`src/rtl/load_store_unit.sv`:
```
// Data-memory initiator: one load/store per transaction, load extension, and
// misaligned handling (byte-beat split or fault report).
module load_store_unit #(
    parameter bit SPLIT_MISALIGNED = 1'b1
) (
    input  logic        clk,
    input  logic        resetn,
    input  logic        req_valid,
    output logic        req_ready,
    input  logic        req_we,
    input  logic [2:0]  req_funct3,
    input  logic [31:0] req_addr,
    input  logic [31:0] req_wdata,
    output logic        resp_valid,
    output logic [31:0] resp_rdata,
    output logic        resp_misaligned,
    output logic        resp_illegal,
    output logic        memwrite,
    output logic [31:0] mem_addr,
    output logic [1:0]  load_type,
    output logic [1:0]  store_type,
    output logic [31:0] mem_wdata,
    input  logic [31:0] mem_rdata
);
    localparam int unsigned XLEN   = 32;
    localparam int unsigned TYPE_W = 2;
    localparam logic [TYPE_W-1:0] TYPE_WORD = 2'b00;
    localparam logic [TYPE_W-1:0] TYPE_HALF = 2'b01;
    localparam logic [TYPE_W-1:0] TYPE_BYTE = 2'b10;

    typedef enum logic [1:0] {IDLE, ACCESS, RESP} state_t;

    state_t            state_q, state_d;
    logic [2:0]        f3_q, f3_d;
    logic              we_q, we_d;
    logic [XLEN-1:0]   addr_q, addr_d;
    logic [XLEN-1:0]   wdata_q, wdata_d;
    logic [XLEN-1:0]   acc_q, acc_d;
    logic              split_q, split_d;
    logic [1:0]        beat_q, beat_d;
    logic [1:0]        last_beat_q, last_beat_d;
    logic              req_ready_q, req_ready_d;
    logic              resp_valid_q, resp_valid_d;
    logic [XLEN-1:0]   resp_rdata_q, resp_rdata_d;
    logic              resp_mis_q, resp_mis_d;
    logic              resp_ill_q, resp_ill_d;
    logic              memwrite_q, memwrite_d;
    logic [XLEN-1:0]   mem_addr_q, mem_addr_d;
    logic [TYPE_W-1:0] load_type_q, load_type_d;
    logic [TYPE_W-1:0] store_type_q, store_type_d;
    logic [XLEN-1:0]   mem_wdata_q, mem_wdata_d;

    logic              req_illegal_c, req_mis_c, req_word_c;
    logic [TYPE_W-1:0] req_type_c;
    logic [1:0]        beat_nxt_c;
    logic [XLEN-1:0]   asm_c, ext_c;

    // Request decode: access width, alignment and legality of funct3
    always_comb begin
        req_word_c    = (req_funct3[1:0] == 2'b10);
        req_illegal_c = req_we ? (req_funct3 >= 3'b011)
                               : ((req_funct3 == 3'b011) || (req_funct3[2:1] == 2'b11));
        req_mis_c     = ((req_funct3[1:0] == 2'b01) && req_addr[0]) ||
                        (req_word_c && (req_addr[1:0] != 2'b00));
        case (req_funct3[1:0])
            2'b00:   req_type_c = TYPE_BYTE;
            2'b01:   req_type_c = TYPE_HALF;
            default: req_type_c = TYPE_WORD;
        endcase
    end

    // Merge the current beat's byte into the partial result, then extend
    always_comb begin
        beat_nxt_c = beat_q + 2'd1;
        asm_c      = acc_q;
        asm_c[{beat_q, 3'b000} +: 8] = mem_rdata[7:0];
        if (!split_q) begin
            asm_c = mem_rdata;
        end
        case (f3_q)
            3'b000:  ext_c = {{24{asm_c[7]}}, asm_c[7:0]};
            3'b001:  ext_c = {{16{asm_c[15]}}, asm_c[15:0]};
            3'b100:  ext_c = {24'd0, asm_c[7:0]};
            3'b101:  ext_c = {16'd0, asm_c[15:0]};
            default: ext_c = asm_c;
        endcase
    end

    always_comb begin
        state_d      = state_q;
        f3_d         = f3_q;
        we_d         = we_q;
        addr_d       = addr_q;
        wdata_d      = wdata_q;
        acc_d        = acc_q;
        split_d      = split_q;
        beat_d       = beat_q;
        last_beat_d  = last_beat_q;
        req_ready_d  = req_ready_q;
        resp_valid_d = 1'b0;
        resp_rdata_d = resp_rdata_q;
        resp_mis_d   = resp_mis_q;
        resp_ill_d   = resp_ill_q;
        memwrite_d   = 1'b0;
        mem_addr_d   = mem_addr_q;
        load_type_d  = load_type_q;
        store_type_d = store_type_q;
        mem_wdata_d  = mem_wdata_q;

        case (state_q)
            IDLE: begin
                if (req_valid) begin
                    f3_d        = req_funct3;
                    we_d        = req_we;
                    addr_d      = req_addr;
                    wdata_d     = req_wdata;
                    beat_d      = 2'd0;
                    req_ready_d = 1'b0;
                    if (req_illegal_c || (req_mis_c && !SPLIT_MISALIGNED)) begin
                        state_d      = RESP;
                        resp_valid_d = 1'b1;
                        resp_rdata_d = '0;
                        resp_mis_d   = req_mis_c && !req_illegal_c;
                        resp_ill_d   = req_illegal_c;
                    end else begin
                        state_d      = ACCESS;
                        split_d      = req_mis_c;
                        last_beat_d  = req_mis_c ? (req_word_c ? 2'd3 : 2'd1) : 2'd0;
                        memwrite_d   = req_we;
                        mem_addr_d   = req_addr;
                        load_type_d  = req_mis_c ? TYPE_BYTE : req_type_c;
                        store_type_d = req_mis_c ? TYPE_BYTE : req_type_c;
                        if (req_we) begin
                            mem_wdata_d = req_mis_c ? {24'd0, req_wdata[7:0]} : req_wdata;
                        end
                    end
                end
            end
            ACCESS: begin
                if (beat_q != last_beat_q) begin
                    beat_d     = beat_nxt_c;
                    acc_d      = asm_c;
                    memwrite_d = we_q;
                    mem_addr_d = addr_q + 32'(beat_nxt_c);
                    if (we_q) begin
                        mem_wdata_d = {24'd0, wdata_q[{beat_nxt_c, 3'b000} +: 8]};
                    end
                end else begin
                    state_d      = RESP;
                    resp_valid_d = 1'b1;
                    resp_rdata_d = we_q ? 32'd0 : ext_c;
                    resp_mis_d   = 1'b0;
                    resp_ill_d   = 1'b0;
                end
            end
            RESP: begin
                state_d     = IDLE;
                req_ready_d = 1'b1;
            end
            default: begin
                state_d     = IDLE;
                req_ready_d = 1'b1;
            end
        endcase
    end

    always_ff @(posedge clk or negedge resetn) begin
        if (!resetn) begin
            state_q      <= IDLE;
            f3_q         <= '0;
            we_q         <= 1'b0;
            addr_q       <= '0;
            wdata_q      <= '0;
            acc_q        <= '0;
            split_q      <= 1'b0;
            beat_q       <= '0;
            last_beat_q  <= '0;
            req_ready_q  <= 1'b1;
            resp_valid_q <= 1'b0;
            resp_rdata_q <= '0;
            resp_mis_q   <= 1'b0;
            resp_ill_q   <= 1'b0;
            memwrite_q   <= 1'b0;
            mem_addr_q   <= '0;
            load_type_q  <= TYPE_WORD;
            store_type_q <= TYPE_WORD;
            mem_wdata_q  <= '0;
        end else begin
            state_q      <= state_d;
            f3_q         <= f3_d;
            we_q         <= we_d;
            addr_q       <= addr_d;
            wdata_q      <= wdata_d;
            acc_q        <= acc_d;
            split_q      <= split_d;
            beat_q       <= beat_d;
            last_beat_q  <= last_beat_d;
            req_ready_q  <= req_ready_d;
            resp_valid_q <= resp_valid_d;
            resp_rdata_q <= resp_rdata_d;
            resp_mis_q   <= resp_mis_d;
            resp_ill_q   <= resp_ill_d;
            memwrite_q   <= memwrite_d;
            mem_addr_q   <= mem_addr_d;
            load_type_q  <= load_type_d;
            store_type_q <= store_type_d;
            mem_wdata_q  <= mem_wdata_d;
        end
    end

    assign req_ready       = req_ready_q;
    assign resp_valid      = resp_valid_q;
    assign resp_rdata      = resp_rdata_q;
    assign resp_misaligned = resp_mis_q;
    assign resp_illegal    = resp_ill_q;
    assign memwrite        = memwrite_q;
    assign mem_addr        = mem_addr_q;
    assign load_type       = load_type_q;
    assign store_type      = store_type_q;
    assign mem_wdata       = mem_wdata_q;

endmodule

```
`config.mk`:
```
export PLATFORM = sky130hd
export DESIGN_NAME = load_store_unit
export DESIGN_NICKNAME = d
export VERILOG_FILES = /design/src/rtl/load_store_unit.sv
export SDC_FILE = /design/constraint.sdc
export NUM_CORES = 1
export LEC_CHECK = 0
export ABC_AREA = 1
export CORE_ASPECT_RATIO = 0.6
export CORE_MARGIN = 8
export CORE_UTILIZATION = 52
export DETAILED_ROUTE_END_ITERATION = 16
export GPL_TIMING_DRIVEN = 1
export PLACE_DENSITY = 0.9
export SLEW_MARGIN = 0
export SYNTH_ARGS = -nofsm -noshare
export SYNTH_HDL_FRONTEND = slang
export SYNTH_SLANG_ARGS = --single-unit
```
`constraint.sdc`:
```
create_clock -name clk -period 3.05 [get_ports clk]
set_clock_uncertainty 0.05 [all_clocks]
set_input_delay 0.61 -clock clk [delete_from_list [all_inputs] [get_ports clk]]
set_output_delay 0.61 -clock clk [all_outputs]
set_load 0.1 [all_outputs]
```
==> results of run 1 <==
[through the flow]
| stage | cells | util | cell area (um^2) | worst slack (ps) | hold slack [ps] |
|---|---|---|---|---|---|
| detailed placement | 1845 | 0.630 | 12500 | 389 | 404 |
| global route | 1881 | 0.665 | 13200 | 222 | 73.8 |
| CTS | 1880 | 0.665 | 13200 | 397 | 60.3 |
| finish | 1881 | 0.665 | 13200 | 322 | 37.5 |
| global placement | 1845 | 0.630 | 12500 | 471 | 396 |
| floorplan | 1408 | - | 10400 | 889 | 264 |
[cells in the final DEF, fill, tap and decap left out, types with 26 or more instances in the layout]
| master | count |
|---|---|
| o21ai_1 | 26 |
| clkdlybuf4s50_1 | 101 |
| dfrtp_1 | 208 |
| inv_1 | 51 |
| a21oi_1 | 44 |
| nand3_1 | 73 |
| buf_4 | 119 |
| nand2_1 | 599 |
| nor2_1 | 148 |
| o21ai_0 | 101 |
[cells by family (layout without fill, tap and decap cells)]
family | Yosys count | after routing | synth area share
xor+xnor | 6 | 6 | 0.00504
compound gates | 193 | 193 | 0.0969
buf+inv | 121 | 320 | 0.0493
flops | 209 | 209 | 0.502
simple gates | 872 | 872 | 0.338
other cells | 0 | 1 | 0
fa+ha+maj | 7 | 7 | 0.00912
[worst max-delay path by stage]
stage | start | end | slack, ps | depth (start not counted)
finish | beat_q[1] | resp_rdata[17] | 320 | 12
global route | beat_q[1] | resp_rdata[19] | 220 | 12
CTS | beat_q[1] | resp_rdata[17] | 400 | 12
detailed placement | req_valid | resp_rdata[14] | 390 | 9
global placement | req_valid | mem_wdata[14] | 470 | 9
floorplan | beat_q[0] | mem_addr[14] | 890 | 11
[layout make-up]
cell class                      instances  area [um^2]  area share
Multi-Input combinational cell       1078         4680       0.355
Inverter                               59          221      0.0168
Clock inverter                         12          146      0.0111
Timing Repair Buffer                  226         2020       0.153
Sequential cell                       209         5230       0.397
Clock buffer                           23          543      0.0412
Antenna cell                            1         2.50    0.000190
Tap cell                              273          342      0.0259
[Yosys cell counts]
master	number	area share
nor2_1	148	0.053
buf_6	2	0.0022
inv_2	7	0.0025
nor2_4	1	0.0011
ha_1	6	0.0072
a31oi_1	7	0.0042
o21bai_1	1	0.00072
nand3b_1	6	0.0043
o21ai_0	101	0.048
o21ai_4	1	0.0016
o21ai_1	26	0.012
nand2_4	1	0.0011
buf_4	6	0.0043
xor2_1	1	0.00084
dfrtp_1	208	0.50
clkbuf_1	36	0.013
o211ai_1	3	0.0022
nor3_4	1	0.0016
or2_2	25	0.015
nand3_2	1	0.00096
fa_1	1	0.0019
o22ai_1	9	0.0054
o21ai_2	1	0.00084
xnor2_1	5	0.0042
buf_2	18	0.0086
nand2_1	599	0.22
clkinv_1	1	0.00036
inv_1	51	0.018
nor3_1	1	0.00048
nand4_1	9	0.0054
dfstp_2	1	0.0025
a21oi_1	44	0.021
nand3_1	73	0.035
nand2_2	7	0.0042
[per-layer routing]
layer  track usage  up-vias
met5             0        -
met4        0.0508        0
met3        0.0694       55
met2         0.366      523
met1         0.394     4897
li1              -     4845
[critical path: stages, from the launching register on]
cell and delay, ps:
dfrtp_1 430, inv_1 120, ha_1 360, buf_4 220, inv_1 110, nand2_2 240, o21ai_4 120, nand2_1 80
nand2_1 90, nand2_2 190, nand3_2 320, nand2_1 200, nand2_1 70
[flip-flops by register name, indices dropped and copies added, names as in the netlist, 2 cells and up]
signal       count
mem_wdata       32
resp_rdata      32
last_beat_q      2
acc_q           32
addr_q          32
state_q          2
f3_q             3
beat_q           2
mem_addr        32
store_type       2
wdata_q         32
==> impl_results.md, run 1 <==
* Status: finished clean
* Die width at 199 um
* Gr ovfl total at 0
* Top layer in use: met4
* Final antenna-violating net count at 0
* CP startpoint kind: flop
* Met3 routed WL at 3900 um
* CTS Buf Count at 21
* Length in cells of the worst reg-to-reg path at 12
* Initial antenna violation count at 1
* Max-cap check violation count at 0
* Routed length on met1 at 14900 um
* # hold bufs at CTS at 0
* Starting density of the core at 0.526
* Clk pin slew, worst setup/hold paths at 60 ps
* Rel. slew slack at 0.569
* TNS Setup at 0 ps
* # DRC at 0
* Final Net Count at 1705
* Root Buffer: clkbuf_16
* Clk Latency, worst-skew pair at 510 ps
* Cell Area, Synth at 10400 um^2
* H-tree levels at 1
* Layout area overhead at 26.5%
* Core area at 19800 um^2
* Post-synthesis sequential area ratio at 0.502
* Hold Path Class: input pin to asynchronous set/reset pin
* Post-synthesis cell count at 1408
* Share of cells above drive strength 1 at 0.128
* Global-route wire length before repair at 52900 um
* Syn. warnings at 0
* Crit path max fanout at 16
* Post-Route WL at 32900 um
* CTS tree: built
* Die height at 126 um
* Fill count at 1660
* Crit path arrival time at 3060 ps
* Critical Setup Path Class: flop to flop
* Post-CTS Setup Inserts at 0
* Final period utilization at 0.894
* Clk sinks at 209
* Slew Limit Fails at 0
* DP HPWL at 24100 um
* DRT iter0 DRCs at 1400
* Met2 wire length at 13500 um
* Flop and latch count out of synthesis at 209
* Critical path capture point type: flop
* IO buf count at 207
* Vias per cell at 5.49
* Worst Path Required at 3380 ps
* R2R Path End: resp_rdata[17]
* Total number of vias at 10300
* Post-Syn Nets at 1518
* R2R Path Start: beat_q[1]
* Final setup fails at 0
* FP Rows at 40
* Cell variety after synth at 34
* Worst Max-Slew Pin Slew at 645 ps
* WL per Instance at 17.5 um
* Gr usage total at 0.260
* Crit path time final at 2730 ps
* Synth Area per Inst at 7.41 um^2
* RSZ-0062 raised after global routing: false
* Clk buf depth at 3
* I/O pin cnt at 208
* R2R setup slack at 320 ps
* Number of iterations in the first detailed-routing pass at 6
* Final Hold Viols at 0
* Total die area at 25000 um^2
* Largest net degree at the start of global routing at 81
* Fmax at 367 MHz
* Post-CTS sizing at 0
* Vias in the first global route at 9863
* Placer Congestion at 0.944
Power of run 1 is not shown: default switching activity piles up to over one toggle a cycle in this logic, so the estimate is an artifact.
==> inputs of run 2 (changes only) <==
Settings changed: CAP_MARGIN from default to 20, CELL_PAD_IN_SITES_DETAIL_PLACEMENT from default to 0, CELL_PAD_IN_SITES_GLOBAL_PLACEMENT from default to 1, CORE_UTILIZATION 52 to 38, GPL_TIMING_DRIVEN 1 to default, PLACE_DENSITY 0.9 to 0.91.
==> run 2 against run 1 <==
  * First-iteration DRC count down 43%
  * Critical path depth is the same
  * Design area increased by 1.3%
  * Sequential share of layout area fell by 0.51 points
  * Worst hold slack better by 47 ps
  * Critical path type unchanged
==> impl_results.md, run 2 (same netlist as run 1, synthesis figures left out) <==
* Total number of vias at 9808
* Die width at 230 um
* Worst Max-Slew Pin Slew at 990 ps
* Final setup fails at 0
* Final Hold Viols at 0
* CTS Buf Count at 23
* Largest net degree at the start of global routing at 77
* RSZ-0062 raised after global routing: false
* R2R Path Start: beat_q[1]
* Max-cap check violation count at 0
* Clk buf depth at 3
* PD cells at 1330 nW/um^2
* H-tree levels at 1
* Share of cells above drive strength 1 at 0.128
* Gr usage total at 0.198
* DP HPWL at 24600 um
* Final period utilization at 0.896
* Crit path arrival time at 3080 ps
* DRT iter0 DRCs at 794
* Final Net Count at 1707
* Die height at 144 um
* Slew Limit Fails at 0
* Crit path time final at 2730 ps
* Commonest non-fill, non-tap cell in the layout: nand2_1
* Post-CTS Setup Inserts at 0
* Status: finished clean
* Worst Path Required at 3400 ps
* Number of iterations in the first detailed-routing pass at 6
* Clk sinks at 209
* Post-CTS sizing at 0
* Global-route wire length before repair at 52700 um
* Crit path max fanout at 16
* Hold Path Class: input pin to asynchronous set/reset pin
* Clk Latency, worst-skew pair at 520 ps
* N_diodes at 0
* Post-Route WL at 33600 um
* Length in cells of the worst reg-to-reg path at 12
* Fill count at 2745
* Placer Congestion at 0.956
* Placed cell count at 1939
* Final antenna-violating net count at 0
* R2R Path End: resp_rdata[19]
* # DRC at 0
* # hold bufs at CTS at 0
* Design Power at 17800 uW
* Root Buffer: clkbuf_16
* Fmax at 366 MHz
* I/O pin cnt at 208
* Initial antenna violation count at 2
* Clk pin slew, worst setup/hold paths at 60 ps
* Most frequent cells in the layout: 599 x nand2_1, 208 x dfrtp_1, 148 x nor2_1
* TNS Setup at 0 ps
* WL per Instance at 17.0 um
* IO buf count at 207
* Rel. slew slack at 0.339
* R2R setup slack at 320 ps
* Final Instance Count excl. Fillers at 1976
* Core area at 27300 um^2
* Total die area at 33200 um^2
* CTS tree: built
* FP Rows at 47
* Critical Setup Path Class: flop to flop
* Leak at 0.00659 uW
* Vias in the first global route at 9312
* Starting density of the core at 0.382
* Layout area overhead at 28.1%
* Worst vdd ir at 0.954 mV
* Critical path capture point type: flop
* CP startpoint kind: flop
* Gr ovfl total at 0
* Vias per cell at 4.96
## run 2: cell types whose count changed in the layout (fill, tap and decap cells not counted), sizes merged
cell / change
clkbuf: +9
clkinv: -4
diode: -1
clkinvlp: -3
## run 2: where the power goes
part,switching (uW),internal (uW)
Sequential,908,4050
Clock,1140,1790
Combinational,7630,2250
## run 2: worst max-delay path, stage by stage, from the launching register on
cell and delay [ps]:
dfrtp_1 420, inv_1 110, ha_1 390, buf_4 230, inv_1 120, nand2_2 240, o21ai_4 130, nand2_1 90
nand2_1 90, nand2_2 170, nand3_2 320, nand2_1 190, nand2_1 70
## run 2: metrics by stage
| stage | worst slack [ps] | util | area [um^2] | hold slack (ps) |
|---|---|---|---|---|
| after global routing | 121 | 0.490 | 13400 | 121 |
| after detailed placement | 247 | 0.461 | 12600 | 403 |
| after global placement | 275 | 0.461 | 12600 | 396 |
| after CTS | 331 | 0.490 | 13400 | 102 |
| after floorplan | 889 | - | 10400 | 264 |
| final | 318 | 0.490 | 13400 | 84.9 |
## run 2: layer usage
layer	global-route usage	wire length, um
met1	0.306	17000
met2	0.266	13300
met3	0.0596	2840
met4	0.0349	475
met5	0	30
## run 2: layout make-up
cell class / count / area, um^2 / share of cell area
Tap cell: 367 / 459 / 0.0344
Timing Repair Buffer: 226 / 1980 / 0.148
Sequential cell: 209 / 5230 / 0.392
Inverter: 59 / 221 / 0.0166
Multi-Input combinational cell: 1078 / 4680 / 0.351
Clock buffer: 32 / 679 / 0.0509
Clock inverter: 5 / 104 / 0.00777
## run 2: worst max-delay path by stage
stage	from	endpoint	slack, ps	cells past startpoint
detailed placement	req_funct3[1]	mem_wdata[30]	250	9
finish	beat_q[1]	resp_rdata[19]	320	12
global route	beat_q[1]	resp_rdata[18]	120	12
global placement	req_funct3[1]	mem_wdata[17]	280	9
CTS	beat_q[1]	resp_rdata[21]	330	12
floorplan	beat_q[0]	mem_addr[14]	890	11
Note: power is estimated with default switching activity, not from simulation.
==> inputs of run 3 (changes only) <==
Settings changed: CORE_UTILIZATION 38 to 39, CTS_BUF_LIST from default to sky130_fd_sc_hd__clkbuf_8, PLACE_DENSITY 0.91 to 0.93.
Clock period 3.05 ns to 2.81 ns, I/O delays scaled along.
==> run 3 against run 2 <==
  * Power grew 8.1%
  * Clock power grew 3%
  * Non-clock buffer count grew 4
  * Via count grew 1.1%
  * Critical endpoint is now resp_rdata[18]
  * Largest power group unchanged
==> impl_results.md, run 3 (same netlist as run 1, synthesis figures left out) <==
* Layout area overhead at 28.5%
* CTS Buf Count at 36
* Worst Max-Slew Pin Slew at 991 ps
* Die height at 143 um
* Commonest non-fill, non-tap cell in the layout: nand2_1
* RSZ-0062 raised after global routing: false
* Critical path capture point type: flop
* Length in cells of the worst reg-to-reg path at 11
* Leak at 0.00664 uW
* Crit path arrival time at 2930 ps
* H-tree levels at 2
* Post-Route WL at 34300 um
* Vias per cell at 4.95
* Clk pin slew, worst setup/hold paths at 60 ps
* CP startpoint kind: flop
* Placer Congestion at 0.959
* Final Hold Viols at 0
* Total number of vias at 9912
* Fmax at 389 MHz
* Core area at 26400 um^2
* Status: finished clean
* Rel. slew slack at 0.339
* Final Hold Slack at 415 ps
* WL per Instance at 17.1 um
* # DRC at 0
* Starting density of the core at 0.396
* Final period utilization at 0.915
* Final setup fails at 0
* TNS Setup at 0 ps
* Design Power at 19200 uW
* PD cells at 1430 nW/um^2
* Worst Path Required at 3170 ps
* Gr usage total at 0.206
* FP Rows at 46
* DP HPWL at 24900 um
* Worst vdd ir at 1.05 mV
* Most frequent cells in the layout: 599 x nand2_1, 208 x dfrtp_1, 148 x nor2_1
* Hold Path Class: flop to flop
* IO buf count at 207
* Number of iterations in the first detailed-routing pass at 5
* Clk buf depth at 3
* Vias in the first global route at 9442
* Final antenna-violating net count at 0
* Register area at 5230 um^2
* Total die area at 32400 um^2
* Gr ovfl total at 0
* Root Buffer: clkbuf_8
* Post-CTS sizing at 0
* Clk Latency, worst-skew pair at 550 ps
* Multi-input combinational cell area at 4680 um^2
* Largest net degree at the start of global routing at 62
* Initial antenna violation count at 4
* Clk sinks at 209
* Slew Limit Fails at 0
* Global-route wire length before repair at 53100 um
* Max-cap check violation count at 0
* Crit path max fanout at 16
* Final Net Count at 1724
* Crit path time final at 2570 ps
* Critical Setup Path Class: flop to flop
* Fill count at 2600
* DRT iter0 DRCs at 943
* I/O pin cnt at 208
* Die width at 227 um
* Hold Path Cell Cnt at 2
* Share of cells above drive strength 1 at 0.143
* CTS tree: built
run 3: layout make-up:
cell class / count / share of cell area
flip-flops and latches: 209 / 0.390
clock buffers: 46 / 0.0472
clock inverters: 18 / 0.0108
repair buffers: 230 / 0.152
diodes: 1 / 0.000187
multi-input cells: 1078 / 0.349
well taps: 360 / 0.0336
inverters: 59 / 0.0165
run 3: repair_timing:
| item | CTS | global route |
|---|---|---|
| hold buffers | 1 | 0 |
| hold endpoints to repair | 53 | 0 |
| setup buffers | 0 | 0 |
run 3: metrics by stage:
stage / area, um^2 / utilization / setup slack [ps] / std cells
after floorplan: 10400 / - / 649 / 1408
after global placement: 12600 / 0.479 / 201 / 1935
after detailed placement: 12600 / 0.479 / 82.4 / 1935
after CTS: 13400 / 0.508 / 273 / 2000
after global routing: 13400 / 0.509 / 49.4 / 2001
final: 13400 / 0.509 / 240 / 2001
run 3: metal layers:
layer	global-route usage	share of wire	vias up	routed length (um)
met2	0.281	0.40	351	13800
met5	0	0.0011	-	37
li1	-	-	4891	-
met4	0.0360	0.010	6	352
met1	0.312	0.49	4625	16900
met3	0.0713	0.093	39	3200
run 3: worst max-delay path, cell delays in order (launching register included):
cell and delay, ps:
dfrtp_1 400, inv_1 100, ha_1 440, inv_1 160, nand2_2 260, o21ai_4 130
nand2_1 80, nand2_1 70, nand2_2 170, nand3_2 330, nand2_1 190, nand2_1 60
run 3: path summary, 6_finish.rpt:
kind | from | end | slack (ps)
worst max-delay path | beat_q[1] | resp_rdata[18] | 240
worst min-delay path | wdata_q[5] | wdata_q[5] | 420
worst max register to register | beat_q[1] | resp_rdata[18] | 240
worst min register to register | wdata_q[5] | wdata_q[5] | 420
max in group asynchronous | resetn | resp_rdata[5] | 1320
min in group asynchronous | resetn | mem_addr[27] | 540
run 3: power by group:
| part | switching [uW] | internal [uW] | total [uW] |
|---|---|---|---|
| clock | 1340 | 1670 | 3010 |
| combinational | 8340 | 2470 | 10800 |
| sequential | 980 | 4400 | 5380 |
